[config.mk]
export PLATFORM = sky130hd
export DESIGN_NAME = cpu_frame_sequencer
export DESIGN_NICKNAME = d
export VERILOG_FILES = /design/src/rtl/cpu_pkg.sv /design/src/rtl/cpu_frame_sequencer_cycle_budget_counter.sv /design/src/rtl/cpu_frame_sequencer.sv
export SDC_FILE = /design/constraint.sdc
export NUM_CORES = 1
export LEC_CHECK = 0
export ABC_AREA = 1
export CORE_MARGIN = 4
export CORE_UTILIZATION = 40
export DETAILED_ROUTE_END_ITERATION = 10
export SLEW_MARGIN = 20
export SYNTH_ARGS = -nofsm -noshare
export SYNTH_HDL_FRONTEND = slang
export SYNTH_HIERARCHICAL = 1
export SYNTH_SLANG_ARGS = --single-unit
[constraint.sdc]
create_clock -name clock -period 2.72 [get_ports clock]
set_input_delay 0.544 -clock clock [delete_from_list [all_inputs] [get_ports clock]]
set_output_delay 0.544 -clock clock [all_outputs]
set_load 0.005 [all_outputs]
[src/rtl/cpu_pkg.sv]
// cpu_pkg: shared sequencer states and CPU opcode constants.
// Contents:
//   seq_state_t  frame sequencer state encoding (IDLE=0, SETTLE=1, RUN=2, DONE=3)
//   FAM_*        CPU opcode families (upper nibble of an opcode)
//   SYS_HALT     HALT operation within the SYS family
//   OP_HALT      full HALT opcode, also decoded by the CPU core
package cpu_pkg;
   typedef enum logic [1:0] {IDLE = 2'd0, SETTLE = 2'd1, RUN = 2'd2, DONE = 2'd3} seq_state_t;
   localparam logic [3:0] FAM_STACK  = 4'h0;
   localparam logic [3:0] FAM_ALU    = 4'h1;
   localparam logic [3:0] FAM_MEM    = 4'h2;
   localparam logic [3:0] FAM_BRANCH = 4'h3;
   localparam logic [3:0] FAM_SYS    = 4'h4;
   localparam logic [3:0] SYS_HALT   = 4'h4;
   localparam logic [7:0] OP_HALT    = {FAM_SYS, SYS_HALT};
endpackage

[src/rtl/cpu_frame_sequencer_cycle_budget_counter.sv]
// cycle_budget_counter: 16-bit run-cycle counter with terminal-count compare.
// Ports:
//   clock     system clock
//   reset     asynchronous active-low reset
//   clear     synchronous clear to 0 (wins over en)
//   en        count up by one, saturating at MAX_CYCLES-1
//   count     current cycle index
//   terminal  count == MAX_CYCLES-1
module cycle_budget_counter #(
   parameter logic [15:0] MAX_CYCLES = 16'd20000
) (
   input  logic        clock,
   input  logic        reset,
   input  logic        clear,
   input  logic        en,
   output logic [15:0] count,
   output logic        terminal
);
   assign terminal = count == MAX_CYCLES - 16'd1;
   always_ff @(posedge clock or negedge reset)
      if (!reset) count <= '0;
      else count <= clear ? '0 : (en && !terminal) ? count + 16'd1 : count;
endmodule

[src/rtl/cpu_frame_sequencer.sv]
// cpu_frame_sequencer: runs the CPU once per frame until HALT or cycle budget.
// Ports:
//   clock        system clock
//   reset        asynchronous active-low reset
//   enable       run gate; low aborts a run and blocks new starts
//   frame_start  single-cycle pulse per video frame
//   cpu_op       CPU's current (registered) opcode
//   overrun_clr  clears the sticky overrun flag
//   cpu_reset    active-high reset to the CPU
//   running      CPU is executing (RUN)
//   halted       frame finished, waiting for next frame (DONE)
//   overrun      sticky: budget exhausted or frame_start arrived mid-run
//   frame_count  completed frames (wrapping)
//   last_cycles  run length of the last completed frame
module cpu_frame_sequencer
   import cpu_pkg::*;
#(
   parameter logic [15:0] MAX_CYCLES    = 16'd20000,
   parameter int unsigned SETTLE_CYCLES = 2,
   parameter logic [7:0]  HALT_OP       = OP_HALT
) (
   input  logic        clock,
   input  logic        reset,
   input  logic        enable,
   input  logic        frame_start,
   input  logic [7:0]  cpu_op,
   input  logic        overrun_clr,
   output logic        cpu_reset,
   output logic        running,
   output logic        halted,
   output logic        overrun,
   output logic [15:0] frame_count,
   output logic [15:0] last_cycles
);
   localparam logic [3:0] SETTLE_LAST = 4'(SETTLE_CYCLES - 1);
   seq_state_t state, next_state;
   logic [3:0] settle_cnt;
   logic [15:0] cyc;
   logic terminal, halt_hit, run_done, overrun_set;
   // The opcode on the first run cycle is left over from before reset, so it is blanked.
   assign halt_hit = cyc != 16'd0 && cpu_op == HALT_OP;
   assign run_done = state == RUN && enable && (halt_hit || terminal);
   // A halt on the final budget cycle counts as a clean finish, not an overrun.
   assign overrun_set = (frame_start && (state == SETTLE || state == RUN)) || (run_done && !halt_hit);
   cycle_budget_counter #(.MAX_CYCLES(MAX_CYCLES)) u_budget (
      .clock(clock),
      .reset(reset),
      .clear(next_state != RUN),
      .en(state == RUN),
      .count(cyc),
      .terminal(terminal)
   );
   always_comb begin
      next_state = state;
      case (state)
         IDLE:   next_state = (frame_start && enable) ? SETTLE : IDLE;
         SETTLE: next_state = (settle_cnt == SETTLE_LAST) ? RUN : SETTLE;
         RUN:    next_state = !enable ? IDLE : (halt_hit || terminal) ? DONE : RUN;
         DONE:   next_state = !enable ? IDLE : frame_start ? SETTLE : DONE;
      endcase
   end
   always_ff @(posedge clock or negedge reset)
      if (!reset) begin
         state       <= IDLE;
         cpu_reset   <= 1'b1;
         running     <= 1'b0;
         halted      <= 1'b0;
         overrun     <= 1'b0;
         frame_count <= '0;
         last_cycles <= '0;
         settle_cnt  <= '0;
      end else begin
         state      <= next_state;
         cpu_reset  <= next_state != RUN;
         running    <= next_state == RUN;
         halted     <= next_state == DONE;
         overrun    <= overrun_set || (overrun && !overrun_clr);
         settle_cnt <= (state == SETTLE && next_state == SETTLE) ? settle_cnt + 4'd1 : '0;
         if (run_done) begin
            frame_count <= frame_count + 16'd1;
            last_cycles <= halt_hit ? cyc : MAX_CYCLES;
         end
      end
endmodule

==> results of run 1 <==
==> per-layer routing <==
metal,part of all wire,vias up,track usage
met1,0.49,1279,0.228
met2,0.45,68,0.250
li1,-,1416,-
met5,0,-,0
met4,0.0078,0,0.0554
met3,0.053,7,0.0467
==> worst max-delay path: stages, from the launching register on <==
cell      delay, ns
dfrtp_1        0.42
ha_1           0.19
nand2_1        0.10
inv_2          0.09
nand2_2        0.06
nor3_1         0.28
nand2_1        0.16
nand2_4        0.11
inv_4          0.08
nand3_1        0.12
inv_1          0.14
nand2_4        0.14
clkinv_2       0.18
nand2_1        0.10
nand2_1        0.06
==> how the worst min path moves through the flow <==
stage                   startpoint             end
global placement    last_cycles[9]  last_cycles[9]
detailed placement  last_cycles[2]  last_cycles[2]
CTS                          reset          halted
finish                       reset          halted
floorplan                    reset  frame_count[0]
global route                 reset          halted
==> stage by stage <==
stage	power [mW]	instances
2_1_floorplan	1.09	410
3_3_place_gp	1.20	559
3_5_place_dp	1.20	559
4_1_cts	2.21	575
5_1_grt	2.30	575
6_report	2.18	575
==> registers in the layout, indices dropped and copies added, names as in the netlist <==
| register | count |
|---|---|
| settle_cnt | 4 |
| u_budget/count | 16 |
| running | 1 |
| cpu_reset | 1 |
| halted | 1 |
| frame_count | 16 |
| last_cycles | 16 |
| state | 2 |
| overrun | 1 |
==> what timing repair did <==
action / CTS / global route
gates resized for setup: 0 / 1
setup buffers: 0 / 0
endpoints found under the setup margin: 0 / 13
==> power groups by stage <==
stage               combinational, mW  clock, mW  sequential, mW
floorplan                       0.160          0           0.933
global placement                0.265          0           0.934
detailed placement              0.261          0           0.935
CTS                             0.264       1.03           0.919
global route                    0.302       1.07           0.925
finish                          0.260       1.00           0.919
==> layout make-up <==
type                       instances  area share
multi-input combinational        289       0.363
sequential                        58       0.358
timing repair buffer              56       0.135
inverter                          54      0.0509
clock buffer                      11      0.0373
tap                              102      0.0315
clock inverter                     5      0.0247
==> cells in the final DEF (no fill, tap or decap), drive strengths merged, types with 3 or more instances in the layout <==
cell type      netlist  final
nand4               16     16
xnor2                5      5
nand2              123    123
clkdlybuf4s50        0     47
nor2                49     49
inv                 53     53
o21ai               29     29
buf                  7      9
dfrtp               57     57
nor3                 9      9
ha                   8      8
xor2                13     13
a21oi                3      3
clkbuf               2     11
nand3               21     21
clkinv               1      3
nor4                 3      3
bufinv               0      3
==> logic make-up after synthesis <==
family,Yosys count,synth area share
buffers and inverters,63,0.0866
AOI/OAI and AO/OA,38,0.0682
adders and majority gates,8,0.0313
and+or+nand+nor,225,0.307
xor gates and xnor gates,18,0.0517
DFF,58,0.455
==> impl_metrics.yaml, run 1 <==
cts:
  cts_hold_buf: 0
  clockRootBuffer: "clkbuf_8"
  clockBufferDepth: 2
  cts_tree: "yes"
  clock-sinks: 58
  insertion_delay_ns: 0.34
  clk_pin_slew_ns: 0.07
  h-tree-depth: 3
  numCtsBuffers: 9
layout:
  seqCellArea_um2: 1450
  drive_gt1_frac: 0.0973
  utilization: 0.525
  multiInputGateArea_um2: 1470
  n_antenna_cell: 0
  stdcell_area_um2: 4060
  nets: 489
  n_fill_cell: 738
  area_growth_pct: 27.0
run:
  maxCapViolations: 0
worst_setup_path:
  critPathLaunchType: "register"
  worstSetupPathType: "reg2reg"
  cp.required_ns: 2.94
  critPathArrivalTime_ns: 2.58
  r2r_slack_ns: 0.36
  crit_path_end: "u_budget/count[15]"
  cp_max_fo: 19
  endpoint_kind: "register"
  r2r-start: "u_budget/count[0]"
  rr_endpoint: "u_budget/count[15]"
  critPathLaunch: "u_budget/count[0]"
  r2r_cells: 14
timing:
  rsz0062_at_grt: "no"
  tns_ns: 0
  finalCriticalPeriod_ns: 2.36
  finalMaxSlewViolations: 0
  max_slew_margin: 0.570
  worst_slack_ns: 0.355
  worst_slew_pin_slew_ns: 0.645
  max_freq_mhz: 423
  fin_crit_sh: 0.869
  timing_hold_violations_final: 0
  setup_viol: 0
  finClkSkew_ns: 0.0104
  whs_ns: 0.223
die:
  ios: 49
  core_area_um2: 7730
  die-height_um: 97.4
  start_util: 0.413
  placementRows: 32
  die_w_um: 97.4
  die_area_um2: 9480
grt:
  grtUsageTotal: 0.165
  grt_antenna_before_repair: 0
  grt_pass1_wl_um: 12800
  grt_overflow_total: 0
  grt_pass1_vias: 2696
  grt_start_max_net_pins: 32
power_and_ir_drop:
  peakVddDrop_mv: 0.367
  pwr-share-clk: 0.460
  switching_share: 0.238
  p_leak_nw: 1.91
  p_int_mw: 1.66
  p_comb_frac: 0.119
  power.density_nw_per_um2: 538
  p_sw_uw: 521
  seqPwrFrac: 0.421
synth:
  syn_inst: 410
  synthTopCellsByArea: "dfrtp_1, nand2_1, inv_1"
  synth_top_cell_by_area: "dfrtp_1"
  async_flop_share: 1.00
  yosysMostFrequentCell: "nand2_1"
  synth_ff_type: "dfrtp_1"
  synth-seq-cells: 58
  yosysSeqAreaShare: 0.455
  synth_area_um2: 3190
  yosys-top-cells-count: "nand2_1, dfrtp_1, inv_1, nor2_1, o21ai_0"
  syn_nets: 431
  synth_edf_count: 0
  ys_types: 35
  ys_warn_count: 6
  synth_top_area_share: 0.447
  syn_area_per_cell_um2: 7.79
route:
  drt_wl_total_um: 7350
  vias_per_cell: 4.82
  dr.pass1.iters: 4
  drc: 0
  vias: 2770
  wl_per_cell_um: 12.8
  drtIter0Drc: 136
  ant_nets: 0
placed_design:
  numPortBuffers: 48
  placed_area_um2: 3800
  hpwl_um: 5430
  pre_cts_ws_ns: 0.215
  place.gp.congestion: 0.845
hold_path:
  hold_path_class: "in2async"
outcome:
  outcome: "complete, no violations"
No activity file was read; power rests on OpenSTA's default activity.
==> run 2, diff against run 1 <==
ABC_AREA = 0   (was 1)
==> run 2 against run 1 <==
Clock power decreased by 26%. Non-clock buffer count grew 4. Combinational power down 73%. Synthesized area decreased by 10%. Critical path type unchanged. Critical endpoint is now frame_count[1].
==> impl_metrics.yaml, run 2 <==
outcome:
  outcome: "complete, no violations"
layout:
  n_fill_cell: 681
  nets: 356
  stdcell_count: 436
  area_growth_pct: 28.6
  layout_common_cells: "dfrtp_1, clkdlybuf4s50_1, nor2_1, xnor2_1, inv_1"
  utilization: 0.535
  n_antenna_cell: 0
  multiInputGateArea_um2: 1290
  top_regs: "frame_count (16), last_cycles (16), u_budget/count (16)"
  seqCellArea_um2: 1450
  final_common_cell: "dfrtp_1"
  stdcell_area_um2: 3700
  drive_gt1_frac: 0.144
worst_setup_path:
  r2r_cells: 7
  crit_cells: 7
  critPathLaunch: "u_budget/count[14]"
  path_buf_inv: 2
  slowest_delay_ns: 0.52
  endpoint_kind: "register"
  cp.required_ns: 2.94
  r2r-start: "u_budget/count[14]"
  r2r_slack_ns: 0.32
  critPathLaunchType: "register"
  cp_max_fo: 26
  cp_slowest_cell: "or4b_4"
  crit_path_cell_trace: "or4b_4 -> nor4_1 -> nand3_1 -> inv_1 -> a41o_1 -> buf_12 -> mux2_1"
  critPathArrivalTime_ns: 2.63
  worstSetupPathType: "reg2reg"
  crit_path_end: "frame_count[1]"
  critPathTopFamily: "simple AND/OR/NAND/NOR gates"
  rr_endpoint: "frame_count[1]"
die:
  core_area_um2: 6910
  ios: 49
  die_w_um: 92.8
  placementRows: 30
  start_util: 0.416
  die-height_um: 92.8
  die_area_um2: 8610
placed_design:
  placed_area_um2: 3510
  place_inst: 420
  hpwl_um: 4650
  place.gp.congestion: 0.868
  numPortBuffers: 48
timing:
  worst_slew_pin_slew_ns: 0.576
  rsz0062_at_grt: "no"
  timing_hold_violations_final: 0
  setup_viol: 0
  fin_crit_sh: 0.883
  max_slew_margin: 0.615
  finalCriticalPeriod_ns: 2.40
  finalMaxSlewViolations: 0
  finClkSkew_ns: 0.0121
  tns_ns: 0
  max_freq_mhz: 416
cts:
  cts_resized: 0
  post_cts_buffers: 0
  numCtsBuffers: 9
  clock-sinks: 58
  clockRootBuffer: "clkbuf_8"
  clk_pin_slew_ns: 0.07
  cts_tree: "yes"
  cts_hold_buf: 0
  clockBufferDepth: 2
  h-tree-depth: 3
  insertion_delay_ns: 0.34
grt:
  grt_pass1_vias: 2235
  grt_overflow_total: 0
  grtUsageTotal: 0.166
  grt_pass1_wl_um: 11100
  grt_start_max_net_pins: 27
  grt_antenna_before_repair: 0
run:
  maxCapViolations: 0
hold_path:
  hold_path_class: "in2async"
synth:
  synth_top_cell_by_area: "dfrtp_1"
  async_flop_share: 1.00
  ys_types: 45
  synth_ff_type: "dfrtp_1"
  syn_nets: 294
  yosys-top-cells-count: "dfrtp_1, nor2_1, xnor2_1, inv_1, nand3_1"
  synth-seq-cells: 58
  syn_inst: 273
  synth_top_area_share: 0.496
  ys_warn_count: 6
  yosysMostFrequentCell: "dfrtp_1"
  syn_area_per_cell_um2: 10.5
  synthTopCellsByArea: "dfrtp_1, xnor2_1, nor2_1"
  synth_area_um2: 2880
  yosysSeqAreaShare: 0.505
  synth_edf_count: 0
route:
  drc: 0
  drtIter0Drc: 94
  vias: 2186
  wl_per_cell_um: 14.9
  drt_wl_total_um: 6490
  dr.pass1.iters: 4
  vias_per_cell: 5.01
  ant_nets: 0
power_and_ir_drop:
  power.density_nw_per_um2: 455
  totalPowerFinal_mw: 1.68
  peakVddDrop_mv: 0.194
  p_leak_nw: 1.53
==> run 2: cell types whose count changed after synthesis, moves of 5 or more <==
cell	delta
nor2_1	-17
a21oi_1	+8
o21ai_0	-7
nor3_1	-5
o21ai_1	-6
nor2_2	-5
xnor2_1	+17
nand2_1	-106
nand3_2	+6
xor2_1	-9
inv_1	-30
==> run 2: kinds of logic after synthesis <==
family                   Yosys count  synth area share
AND/OR/NAND/NOR                  115             0.241
flip-flops                        58             0.505
AO/OA/AOI/OAI                     35            0.0805
buffers and inverters             28            0.0461
XOR/XNOR                          26            0.0818
adder cells (fa/ha/maj)            8            0.0348
multiplexers                       3            0.0109
==> run 2: where the power goes <==
part / switching, mW / total [mW] / internal, mW / leakage, nW
logic: 0.0374 / 0.0711 / 0.0336 / 0.628
clock network: 0.333 / 0.737 / 0.404 / 0.0927
registers: 0.00401 / 0.873 / 0.869 / 0.805
==> run 2: layer usage <==
| layer | GRT usage | routed length [um] | vias to the layer above | share of wire |
|---|---|---|---|---|
| met5 | 0 | 0 | - | 0 |
| met4 | 0.0842 | 104 | 0 | 0.016 |
| li1 | - | - | 1083 | - |
| met3 | 0.0422 | 413 | 9 | 0.064 |
| met1 | 0.235 | 3260 | 1036 | 0.50 |
| met2 | 0.233 | 2710 | 58 | 0.42 |
==> run 2: worst register-to-register path: stages, from the launching register on <==
cell	delay, ns
dfrtp_1	0.46
or4b_4	0.52
nor4_1	0.35
nand3_1	0.14
inv_1	0.13
a41o_1	0.16
buf_12	0.19
mux2_1	0.35
==> run 2: per-stage QoR <==
step | hold WS [ns] | worst slack (ns)
floorplan | 0.248 | 0.375
global route | 0.123 | 0.115
CTS | 0.0983 | 0.286
detailed placement | 0.464 | 0.139
global placement | 0.461 | 0.206
finish | 0.0955 | 0.318
==> run 2: worst min-delay path by stage <==
stage | end | depth (start not counted) | slack, ns | start
floorplan | frame_count[0] | 0 | 0.25 | reset
CTS | last_cycles[13] | 1 | 0.1 | reset
global placement | last_cycles[13] | 1 | 0.46 | reset
finish | last_cycles[13] | 1 | 0.1 | reset
detailed placement | frame_count[15] | 1 | 0.46 | frame_count[15]
global route | last_cycles[8] | 1 | 0.12 | reset
==> run 2: layout make-up <==
class | instances | area share
sequential | 58 | 0.393
multi-input combinational | 187 | 0.349
timing repair buffer | 60 | 0.156
clock buffer | 14 | 0.0467
tap | 96 | 0.0325
inverter | 19 | 0.0193
clock inverter | 2 | 0.00338
==> run 3, diff against run 2 <==
SKIP_LAST_GASP = 1   (was default)
SYNTH_HIERARCHICAL = default   (was 1)
==> run 3 against run 2 <==
Worst setup slack got worse by 0.16 ns. Maximum frequency down 6.3%. Synthesized area is 2.8% lower. Sequential power rose by 2%. Global-route usage shrank 1.6 points. Clock power increased by 23%. Via count fell by 5.7%. Cell area is 2.4% lower.
==> impl_metrics.yaml, run 3 <==
outcome:
  outcome: "complete, no violations"
worst_setup_path:
  r2r-start: "u_budget.count[8]"
  endpoint_kind: "register"
  crit_path_cell_trace: "or4_4 -> or4_4 -> o22ai_1 -> buf_4 -> mux2_2"
  cp_slowest_cell: "or4_4"
  worstSetupPathType: "reg2reg"
  slowest_delay_ns: 0.60
  cp_max_fo: 20
  critPathLaunchType: "register"
  critPathLaunch: "u_budget.count[8]"
  cp.required_ns: 2.94
  critPathArrivalTime_ns: 2.79
  cp_common_cell: "or4_4"
grt:
  grt_overflow_total: 0
  grt_pass1_vias: 2067
  grtUsageTotal: 0.150
  grt_pass1_wl_um: 10000
  grt_antenna_before_repair: 0
  grt_start_max_net_pins: 59
layout:
  multiInputGateArea_um2: 1230
  stdcell_count: 417
  area_growth_pct: 29.2
  n_fill_cell: 650
  seqCellArea_um2: 1450
  stdcell_area_um2: 3610
  n_antenna_cell: 0
  final_common_cell: "dfrtp_1"
  utilization: 0.531
  nets: 338
  top_regs: "frame_count (16), last_cycles (16), u_budget.count (16)"
  layout_common_cells: "dfrtp_1, clkdlybuf4s50_1, nor2_1, xnor2_1, nand2_1"
  drive_gt1_frac: 0.128
route:
  drtIter0Drc: 120
  dr.pass1.iters: 6
  wl_per_cell_um: 13.7
  drt_wl_total_um: 5720
  ant_nets: 0
  vias_per_cell: 4.94
  vias: 2062
  drc: 0
synth:
  synth-seq-cells: 58
  async_flop_share: 1.00
  synth_top_cell_by_area: "dfrtp_1"
  syn_area_per_cell_um2: 10.7
  yosysMostFrequentCell: "dfrtp_1"
  ys_warn_count: 0
  yosysSeqAreaShare: 0.520
  synth_top_area_share: 0.511
  synth_ff_type: "dfrtp_1"
  yosys-top-cells-count: "dfrtp_1, nor2_1, xnor2_1, nand2_1, nand4_1"
  synth_edf_count: 0
  syn_inst: 260
  ys_types: 42
  synth_area_um2: 2790
  syn_nets: 282
  synthTopCellsByArea: "dfrtp_1, xnor2_1, nor2_1"
placed_design:
  pre_cts_ws_ns: 0.0735
  place.gp.congestion: 0.839
  numPortBuffers: 48
  placed_area_um2: 3380
  hpwl_um: 3860
  place_inst: 401
timing:
  timing_hold_violations_final: 0
  finClkSkew_ns: 0.00738
  tns_ns: 0
  worst_slew_pin_slew_ns: 0.721
  rsz0062_at_grt: "no"
  finalCriticalPeriod_ns: 2.56
  max_freq_mhz: 390
  setup_viol: 0
  fin_crit_sh: 0.942
  finalMaxSlewViolations: 0
  worst_slack_ns: 0.157
  max_slew_margin: 0.519
  whs_ns: 0.352
power_and_ir_drop:
  p_leak_nw: 1.61
  totalPowerFinal_mw: 1.94
  peakVddDrop_mv: 0.233
  power.density_nw_per_um2: 539
hold_path:
  hold_path_class: "in2async"
cts:
  clockBufferDepth: 2
  clock-sinks: 58
  insertion_delay_ns: 0.34
  post_cts_buffers: 0
  numCtsBuffers: 9
  clockRootBuffer: "clkbuf_8"
  cts_tree: "yes"
  clk_pin_slew_ns: 0.07
  h-tree-depth: 3
die:
  die-height_um: 91.6
  ios: 49
  core_area_um2: 6790
  placementRows: 30
  die_w_um: 91.6
  die_area_um2: 8390
  start_util: 0.411
run:
  maxCapViolations: 0
[run 3: changes by cell type after synthesis, sizes merged, moves of 4 or more]
cell	delta
a22o	+11
and3	+6
buf	+4
inv	-10
nand2	+6
nand3	-17
nor2	+11
nor4	-9
o21ai	-14
xor2	+9
[run 3: cell families (layout without fill, tap and decap cells)]
family | count (synthesis) | after routing | share of synthesized area
compound gates | 29 | 29 | 0.0788
xor+xnor | 32 | 32 | 0.103
fa+ha+maj | 9 | 9 | 0.0403
buf+inv | 21 | 82 | 0.0390
flops | 58 | 58 | 0.520
mux | 1 | 1 | 0.00403
simple gates | 110 | 110 | 0.215
[run 3: critical path, delay by kind of cell (launching register included)]
kind / cells / cell delay, ns
muxes: 1 / 0.35
and+or+nand+nor: 2 / 1.19
buffers and inverters: 1 / 0.26
AOI/OAI and AO/OA: 1 / 0.19
DFF: 1 / 0.45
[run 3: layout make-up]
class,instances,area share
inverter,9,0.00936
sequential,58,0.403
multi-input combinational,181,0.342
timing repair buffer,57,0.150
tap,96,0.0333
clock buffer,10,0.0381
clock inverter,6,0.0246
[run 3: worst paths after layout]
kind / depth (start not counted) / endpoint / slack (ns)
worst max-delay path: 5 / frame_count[1] / 0.16
worst min-delay path: 2 / last_cycles[1] / 0.35
worst max register to register: 5 / frame_count[1] / 0.16
worst min register to register: 1 / frame_count[13] / 0.49
max in group asynchronous: 2 / frame_count[0] / 1.90
min in group clock: 1 / frame_count[13] / 0.49
[run 3: timing repair]
action                     in CTS  in global routing
gates resized for setup         0                  1
hold buffers                    0                  0
setup endpoints to repair       0                 17
[run 3: metal layers]
metal  routed length, um  global-route usage  vias to the layer above
met2                2570               0.229                       49
met4                 112              0.0716                        0
met1                2740               0.195                      991
met5                   0                   0                        -
li1                    -                   -                     1011
met3                 294              0.0414                       11
[run 3: power by group]
part	internal (mW)	total [mW]	switching, mW
Sequential	0.878	0.890	0.0117
Clock	0.542	0.910	0.368
Combinational	0.0645	0.145	0.0806
Total	1.48	1.94	0.461
